File: src/rtl/lsu_pkg.sv
// rtl/lsu_pkg.sv - shared funct3 codes, FSM states and access checks for the load/store unit
package lsu_pkg;

  localparam int BE_W = 4;

  localparam logic [2:0] F3_B  = 3'b000;
  localparam logic [2:0] F3_H  = 3'b001;
  localparam logic [2:0] F3_W  = 3'b010;
  localparam logic [2:0] F3_BU = 3'b100;
  localparam logic [2:0] F3_HU = 3'b101;

  typedef enum logic [1:0] {
    IDLE,
    REQ,
    WAIT_RSP
  } lsu_state_t;

  // Unsigned variants exist only for loads; halfwords and words must be naturally aligned.
  function automatic logic access_fault(input logic is_store, input logic [2:0] funct3,
                                        input logic [1:0] lane);
    logic fault;
    case (funct3)
      F3_B:    fault = 1'b0;
      F3_BU:   fault = is_store;
      F3_H:    fault = lane[0];
      F3_HU:   fault = is_store | lane[0];
      F3_W:    fault = (lane != 2'b00);
      default: fault = 1'b1;
    endcase
    return fault;
  endfunction

endpackage

File: src/rtl/load_data_align.sv
// rtl/load_data_align.sv - load lane select with sign/zero extension
module load_data_align
  import lsu_pkg::*;
#(
  parameter int XLEN = 32
) (
  input  logic [2:0]      funct3,
  input  logic [1:0]      lane,
  input  logic [XLEN-1:0] rdata,
  output logic [XLEN-1:0] result
);

  logic [7:0]  byte_sel;
  logic [15:0] half_sel;

  always_comb begin
    case (lane)
      2'd0:    byte_sel = rdata[7:0];
      2'd1:    byte_sel = rdata[15:8];
      2'd2:    byte_sel = rdata[23:16];
      default: byte_sel = rdata[31:24];
    endcase
    half_sel = lane[1] ? rdata[31:16] : rdata[15:0];
  end

  always_comb begin
    case (funct3)
      F3_B:    result = {{(XLEN-8){byte_sel[7]}}, byte_sel};
      F3_BU:   result = {{(XLEN-8){1'b0}}, byte_sel};
      F3_H:    result = {{(XLEN-16){half_sel[15]}}, half_sel};
      F3_HU:   result = {{(XLEN-16){1'b0}}, half_sel};
      F3_W:    result = rdata;
      default: result = '0;
    endcase
  end

endmodule

File: src/rtl/load_store_unit.sv
// rtl/load_store_unit.sv - RV32I memory-stage load/store unit, one outstanding bus transaction
module load_store_unit
  import lsu_pkg::*;
#(
  parameter int ADDR_W = 32,
  parameter int XLEN   = 32
) (
  input  logic              clk,
  input  logic              rst_n,
  input  logic              in_valid,
  input  logic              in_mem_read,
  input  logic              in_mem_write,
  input  logic [2:0]        in_funct3,
  input  logic [ADDR_W-1:0] in_addr,
  input  logic [XLEN-1:0]   in_store_data,
  input  logic [XLEN-1:0]   in_alu_result,
  output logic              lsu_stall,
  output logic              dmem_req_valid,
  input  logic              dmem_req_ready,
  output logic              dmem_we,
  output logic [ADDR_W-1:0] dmem_addr,
  output logic [XLEN-1:0]   dmem_wdata,
  output logic [BE_W-1:0]   dmem_be,
  input  logic              dmem_rsp_valid,
  input  logic [XLEN-1:0]   dmem_rdata,
  output logic              wb_valid,
  output logic              mem_data_select,
  output logic [XLEN-1:0]   alu_result,
  output logic [XLEN-1:0]   data_result,
  output logic              lsu_fault
);

  lsu_state_t        state, state_nxt;
  logic [ADDR_W-1:0] addr_q;
  logic [2:0]        funct3_q;
  logic [XLEN-1:0]   sdata_q;
  logic [XLEN-1:0]   alu_q;
  logic              store_q;

  logic              in_is_mem;
  logic              in_is_store;
  logic              in_fault;
  logic [BE_W-1:0]   be_raw;
  logic [XLEN-1:0]   wdata_raw;
  logic [XLEN-1:0]   load_fmt;

  assign in_is_mem   = in_mem_read | in_mem_write;
  assign in_is_store = in_mem_write & ~in_mem_read;
  assign in_fault    = access_fault(in_is_store, in_funct3, in_addr[1:0]);

  always_ff @(posedge clk or negedge rst_n) begin
    if (!rst_n) state <= IDLE;
    else        state <= state_nxt;
  end

  always_comb begin
    state_nxt = state;
    case (state)
      IDLE:     if (in_valid && in_is_mem && !in_fault) state_nxt = REQ;
      REQ:      if (dmem_req_ready) state_nxt = store_q ? IDLE : WAIT_RSP;
      WAIT_RSP: if (dmem_rsp_valid) state_nxt = IDLE;
      default:  state_nxt = IDLE;
    endcase
  end

  // Lanes come from the latched request so the bus sees stable values while waiting for ready.
  always_comb begin
    be_raw    = 4'b1111;
    wdata_raw = sdata_q;
    case (funct3_q[1:0])
      2'b00: begin
        be_raw    = 4'b0001 << addr_q[1:0];
        wdata_raw = {4{sdata_q[7:0]}};
      end
      2'b01: begin
        be_raw    = addr_q[1] ? 4'b1100 : 4'b0011;
        wdata_raw = {2{sdata_q[15:0]}};
      end
      default: ;
    endcase
  end

  assign lsu_stall      = (state != IDLE);
  assign dmem_req_valid = (state == REQ);
  assign dmem_we        = dmem_req_valid & store_q;
  assign dmem_addr      = {addr_q[ADDR_W-1:2], 2'b00};
  assign dmem_wdata     = wdata_raw;
  assign dmem_be        = dmem_req_valid ? be_raw : '0;

  load_data_align #(.XLEN(XLEN)) u_align (
    .funct3 (funct3_q),
    .lane   (addr_q[1:0]),
    .rdata  (dmem_rdata),
    .result (load_fmt)
  );

  always_ff @(posedge clk or negedge rst_n) begin
    if (!rst_n) begin
      addr_q          <= '0;
      funct3_q        <= '0;
      sdata_q         <= '0;
      alu_q           <= '0;
      store_q         <= 1'b0;
      wb_valid        <= 1'b0;
      lsu_fault       <= 1'b0;
      mem_data_select <= 1'b0;
      alu_result      <= '0;
      data_result     <= '0;
    end else begin
      wb_valid  <= 1'b0;
      lsu_fault <= 1'b0;
      case (state)
        IDLE: begin
          if (in_valid && !in_is_mem) begin
            wb_valid        <= 1'b1;
            mem_data_select <= 1'b0;
            alu_result      <= in_alu_result;
          end else if (in_valid) begin
            addr_q    <= in_addr;
            funct3_q  <= in_funct3;
            sdata_q   <= in_store_data;
            alu_q     <= in_alu_result;
            store_q   <= in_is_store;
            lsu_fault <= in_fault;
          end
        end
        REQ: begin
          if (dmem_req_ready && store_q) begin
            wb_valid        <= 1'b1;
            mem_data_select <= 1'b0;
            alu_result      <= alu_q;
          end
        end
        WAIT_RSP: begin
          if (dmem_rsp_valid) begin
            data_result     <= load_fmt;
            wb_valid        <= 1'b1;
            mem_data_select <= 1'b1;
            alu_result      <= alu_q;
          end
        end
        default: ;
      endcase
    end
  end

endmodule

File: config.mk
export PLATFORM = sky130hd
export DESIGN_NAME = load_store_unit
export DESIGN_NICKNAME = d
export VERILOG_FILES = /design/src/rtl/lsu_pkg.sv /design/src/rtl/load_data_align.sv /design/src/rtl/load_store_unit.sv
export SDC_FILE = /design/constraint.sdc
export NUM_CORES = 1
export LEC_CHECK = 0
export CORE_MARGIN = 10
export CORE_UTILIZATION = 25
export CTS_BUF_LIST = sky130_fd_sc_hd__clkbuf_8
export CTS_CLUSTER_SIZE = 16
export DETAILED_ROUTE_END_ITERATION = 10
export DONT_BUFFER_PORTS = 1
export HOLD_SLACK_MARGIN = 0.08
export PLACE_DENSITY_LB_ADDON = 0.2
export SLEW_MARGIN = 20
export SYNTH_ARGS = -nofsm -noshare
export SYNTH_HDL_FRONTEND = slang
export SYNTH_SLANG_ARGS = --single-unit
File: constraint.sdc
create_clock -name clk -period 2.7 [get_ports clk]
set_input_delay 0.27 -clock clk [delete_from_list [all_inputs] [get_ports clk]]
set_output_delay 0.27 -clock clk [all_outputs]
set_load 0.03 [all_outputs]
==> results.txt <==
The flow ran to the end, but the final reports show violations. The checks that failed: hold timing. The critical path goes through inv_1 > ha_1 > inv_1 > nor2_1 > a2111o_2 > mux2_1. The count of final max-slew check failures was 0. The peak per-stage delay on the critical path is ~800 ps. The number of global-route vias before repair was between 5000 and 6000. The tree is rooted in a sky130_fd_sc_hd__clkbuf_8. IR analysis of the VDD net gives a maximum drop of approximately 0.68 mV. The synthesized area per cell came out at around 14 sq um. The detailed router finished its first iteration with between 200 and 250 violations. In this run the static leakage power is 4.20 nW.

The post-synth design cell area came out at around 7900 sq um. The depth of the CTS H-tree is 4. The slew at the pin closest to its max-slew limit came out at between 800 and 900 ps. Final hold analysis gives a worst-case slack of -523 ps. For this run, the leading register cell type out of synthesis is sky130_fd_sc_hd__dfrtp_1. Counting stages on the worst path, the most repeated cell is sky130_fd_sc_hd__inv_1. The fill cell instance count of the final layout is ~3100.

The placer congestion estimate came out at between 0.7 and 0.8. The period utilization came out at 0.875. The total overflow left after global routing is 0. The largest net degree at the start of global routing is 170. The count of unique library cells instantiated by Yosys came out at 42. In this run, synthesis inferred 0 flip-flops with an integrated enable. The hold violation count in the final report is roughly 170.

The count of hold-fix buffers inserted at cts is 133. The cell area power density is between 1000 and 1500 nW/um^2. The HPWL after detailed placement is 16.9 mm. The required time at the worst-slack endpoint came out at approximately 3000 ps.

For this run, the detailed router's first-pass iteration total came to 4. In this run the vertical extent of the chip is between 150 and 200 microns. The async set-reset flop share out of synthesis is 1.00.

The count of inserted antenna diode cells came out at 0. Setup repair after global routing left no endpoint under its margin. The core region is roughly 31000 sq um. Synthesis produced approximately 580 cells.

The proportion of synthesized chip area in sequential cells came out at 0.534. The area growth from synthesis to layout is 25.2%. The total global routing track utilization is 0.125.

The clock insertion delay at the later pin of the skew report came out at ~480 ps. The die is about 200 microns wide. Of the post-synthesis cell area, the dominant cell type holds 0.534. The min-delay analysis places its worst path in the category in -> async. The critical path is of the reg -> reg type. The total wirelength of the detailed-routed design is 24.7 mm. The number of clock buffers inserted by TritonCTS came out at 17. TritonCTS built the clock tree.

The data arrival time of the critical path is between 2000 and 3000 ps. The number of warning messages in the yosys log came out at 0. Dividing the detail-routed via count by the number of cells gives ~4.7. On the final layout, the worst clock skew is approximately 16 ps. The number of register bits inferred by synthesis came out at roughly 170. The number of port buffers came out at 0. Max-cap violations in this run came to 0. The setup violation total in the final timing report is 0.

CTS saw between 150 and 200 sinks. The remaining number of nets flagged by the antenna check after routing is 0. The net count reported at finish came out at slightly above 800. The final critical-path required period came out at around 2400 ps. The number of I/O pins is between 200 and 300. After clock tree synthesis, the clock-pin slew on the worst setup and hold paths is around 90 ps.

For the final routed database, the setup TNS stands at 0 ps. The final core area utilization came out at 0.316. The count of vias placed by the detailed router came out at a little over 5000.

The die footprint is 39200 sq um. Row generation in the floorplan step produced 65 rows. The relative slew slack is 0.428. The cell with the largest stage delay on the worst path is sky130_fd_sc_hd__a2111o_2. The worst setup path is launched from a flip-flop. sky130_fd_sc_hd__dfrtp_1 takes more of the synthesized area than any other cell. The wire length of the first global-routing pass came out at 37.0 mm. The number of antenna violations at the first check in global routing is 0. After detailed routing, the average wire length per cell comes to ~23 microns. The largest buffer count on any clock path is 2. Of the cells placed in the final design, the portion with a size suffix greater than 1 is 0.309. STA classifies the critical path endpoint as a flip-flop. After synthesis, the cell types taking the most area are sky130_fd_sc_hd__dfrtp_1 (53%), sky130_fd_sc_hd__mux2_2 (20%), sky130_fd_sc_hd__mux2_1 (5.3%). The detailed-route DRC error count came out at 0. Of all nets on the critical path, the largest fanout is 33.

Static timing analysis puts the maximum clock frequency at approximately 0.42 GHz. For this configuration, the core starts out at a cell density of 0.252.
[Yosys cell counts, drive strengths merged (2+ instances only)]
master  instances
o21ba           2
clkbuf         12
a31oi           3
o21ai          10
dfrtp         169
mux2          183
nand2          26
a221o          25
ha              4
nor4            2
nor2            9
a21oi           4
a22oi           7
a22o           10
a211oi          3
buf            67
mux2i           9
inv             6
and3            3
mux4            7
[worst max-delay path, delay by kind of cell, from the launching register on]
| kind | cells | cell delay, ps |
|---|---|---|
| and+or+nand+nor | 1 | 90 |
| muxes | 1 | 450 |
| AOI/OAI and AO/OA | 1 | 800 |
| DFF | 1 | 400 |
| adders and majority gates | 1 | 200 |
| buffers and inverters | 2 | 260 |
[placed cells by master (no fill, tap or decap), types with 2 or more instances in the layout]
cell type / n
sky130_fd_sc_hd__a211oi_1: 3
sky130_fd_sc_hd__a21oi_1: 4
sky130_fd_sc_hd__a221o_1: 25
sky130_fd_sc_hd__a22o_1: 10
sky130_fd_sc_hd__a22oi_1: 7
sky130_fd_sc_hd__a31oi_1: 3
sky130_fd_sc_hd__and3_1: 3
sky130_fd_sc_hd__buf_4: 24
sky130_fd_sc_hd__bufinv_16: 4
sky130_fd_sc_hd__clkbuf_8: 21
sky130_fd_sc_hd__clkinv_4: 2
sky130_fd_sc_hd__clkinvlp_4: 2
sky130_fd_sc_hd__conb_1: 2
sky130_fd_sc_hd__dfrtp_1: 169
sky130_fd_sc_hd__dlygate4sd3_1: 133
sky130_fd_sc_hd__ha_1: 4
sky130_fd_sc_hd__inv_1: 8
sky130_fd_sc_hd__mux2_1: 37
sky130_fd_sc_hd__mux2_2: 144
sky130_fd_sc_hd__mux2_4: 2
sky130_fd_sc_hd__mux2i_1: 9
sky130_fd_sc_hd__mux4_2: 6
sky130_fd_sc_hd__nand2_1: 26
sky130_fd_sc_hd__nor2_1: 8
sky130_fd_sc_hd__o21ai_0: 10
sky130_fd_sc_hd__o21ba_2: 2
[state kept, by name (all words and copies together), names as in the netlist]
| signal | cells |
|---|---|
| lsu_fault | 1 |
| alu_result | 32 |
| sdata_q | 32 |
| mem_data_select | 1 |
| funct3_q | 3 |
| wb_valid | 1 |
| alu_q | 32 |
| addr_q | 32 |
| state | 2 |
| store_q | 1 |
| data_result | 32 |
[path summary, 6_finish.rpt]
path	start	end	slack, ps	cells past startpoint
setup / recovery	state[1]$_DFFE_PN0P_	alu_result[5]$_DFFE_PN0P_	340	6
min in group clk	dmem_rdata[12]	data_result[12]$_DFFE_PN0P_	120	2
setup reg to reg	state[1]$_DFFE_PN0P_	alu_result[5]$_DFFE_PN0P_	340	6
max in group asynchronous	rst_n	state[1]$_DFFE_PN0P_	3040	0
hold / removal	rst_n	alu_result[2]$_DFFE_PN0P_	-520	0
hold reg to reg	alu_q[4]$_DFFE_PN0P_	alu_q[4]$_DFFE_PN0P_	510	1
[final cells by class]
| type | count | area, sq um | area share |
|---|---|---|---|
| clock buffer | 21 | 289 | 0.0291 |
| tap | 402 | 503 | 0.0507 |
| clock inverter | 11 | 169 | 0.0170 |
| sequential | 169 | 4230 | 0.426 |
| timing repair buffer | 158 | 1530 | 0.154 |
| inverter | 6 | 22.5 | 0.00227 |
| multi-input combinational | 322 | 3170 | 0.320 |
[kinds of logic (layout without fill, tap and decap cells)]
kind of cell,count (synthesis),in the layout,share of synthesized area
AOI/OAI and AO/OA,70,70,0.0722
and+or+nand+nor,47,47,0.0272
muxes,199,199,0.293
DFF,169,169,0.534
buffers and inverters,85,196,0.0674
adders and majority gates,4,4,0.00632
other,1,2,0.000473
[where the power goes]
group | internal [mW] | switching, mW | leakage [nW]
clock network | 1.11 | 0.977 | 0.231
registers | 3.77 | 2.58 | 2.05
logic | 2.54 | 2.57 | 1.92
total | 7.42 | 6.13 | 4.20
[per-layer routing]
layer / vias up / share of wire / track usage
li1: 2252 / - / -
met1: 2623 / 0.38 / 0.138
met2: 191 / 0.50 / 0.210
met3: 46 / 0.089 / 0.0530
met4: 0 / 0.026 / 0.0518
met5: - / 0 / 0
[through the flow]
stage | cell area (sq um) | std cells | total power, mW | hold WS [ps] | setup WS, ps
after floorplan | 7930 | 576 | 10.4 | -25.6 | 661
after global placement | 8130 | 924 | 11.2 | -18.6 | 437
after detailed placement | 8130 | 924 | 11.5 | -18.8 | 313
after CTS | 9920 | 1089 | 13.8 | -577 | 278
after global routing | 9920 | 1089 | 14.4 | -587 | 222
final | 9920 | 1089 | 13.5 | -523 | 338
[what timing repair did]
item                                   4_1_cts  5_1_grt
endpoints found under the hold margin      333      169
resized for setup                            0        0
setup buffers                                0        0
No activity file was read; power rests on OpenSTA's default activity.
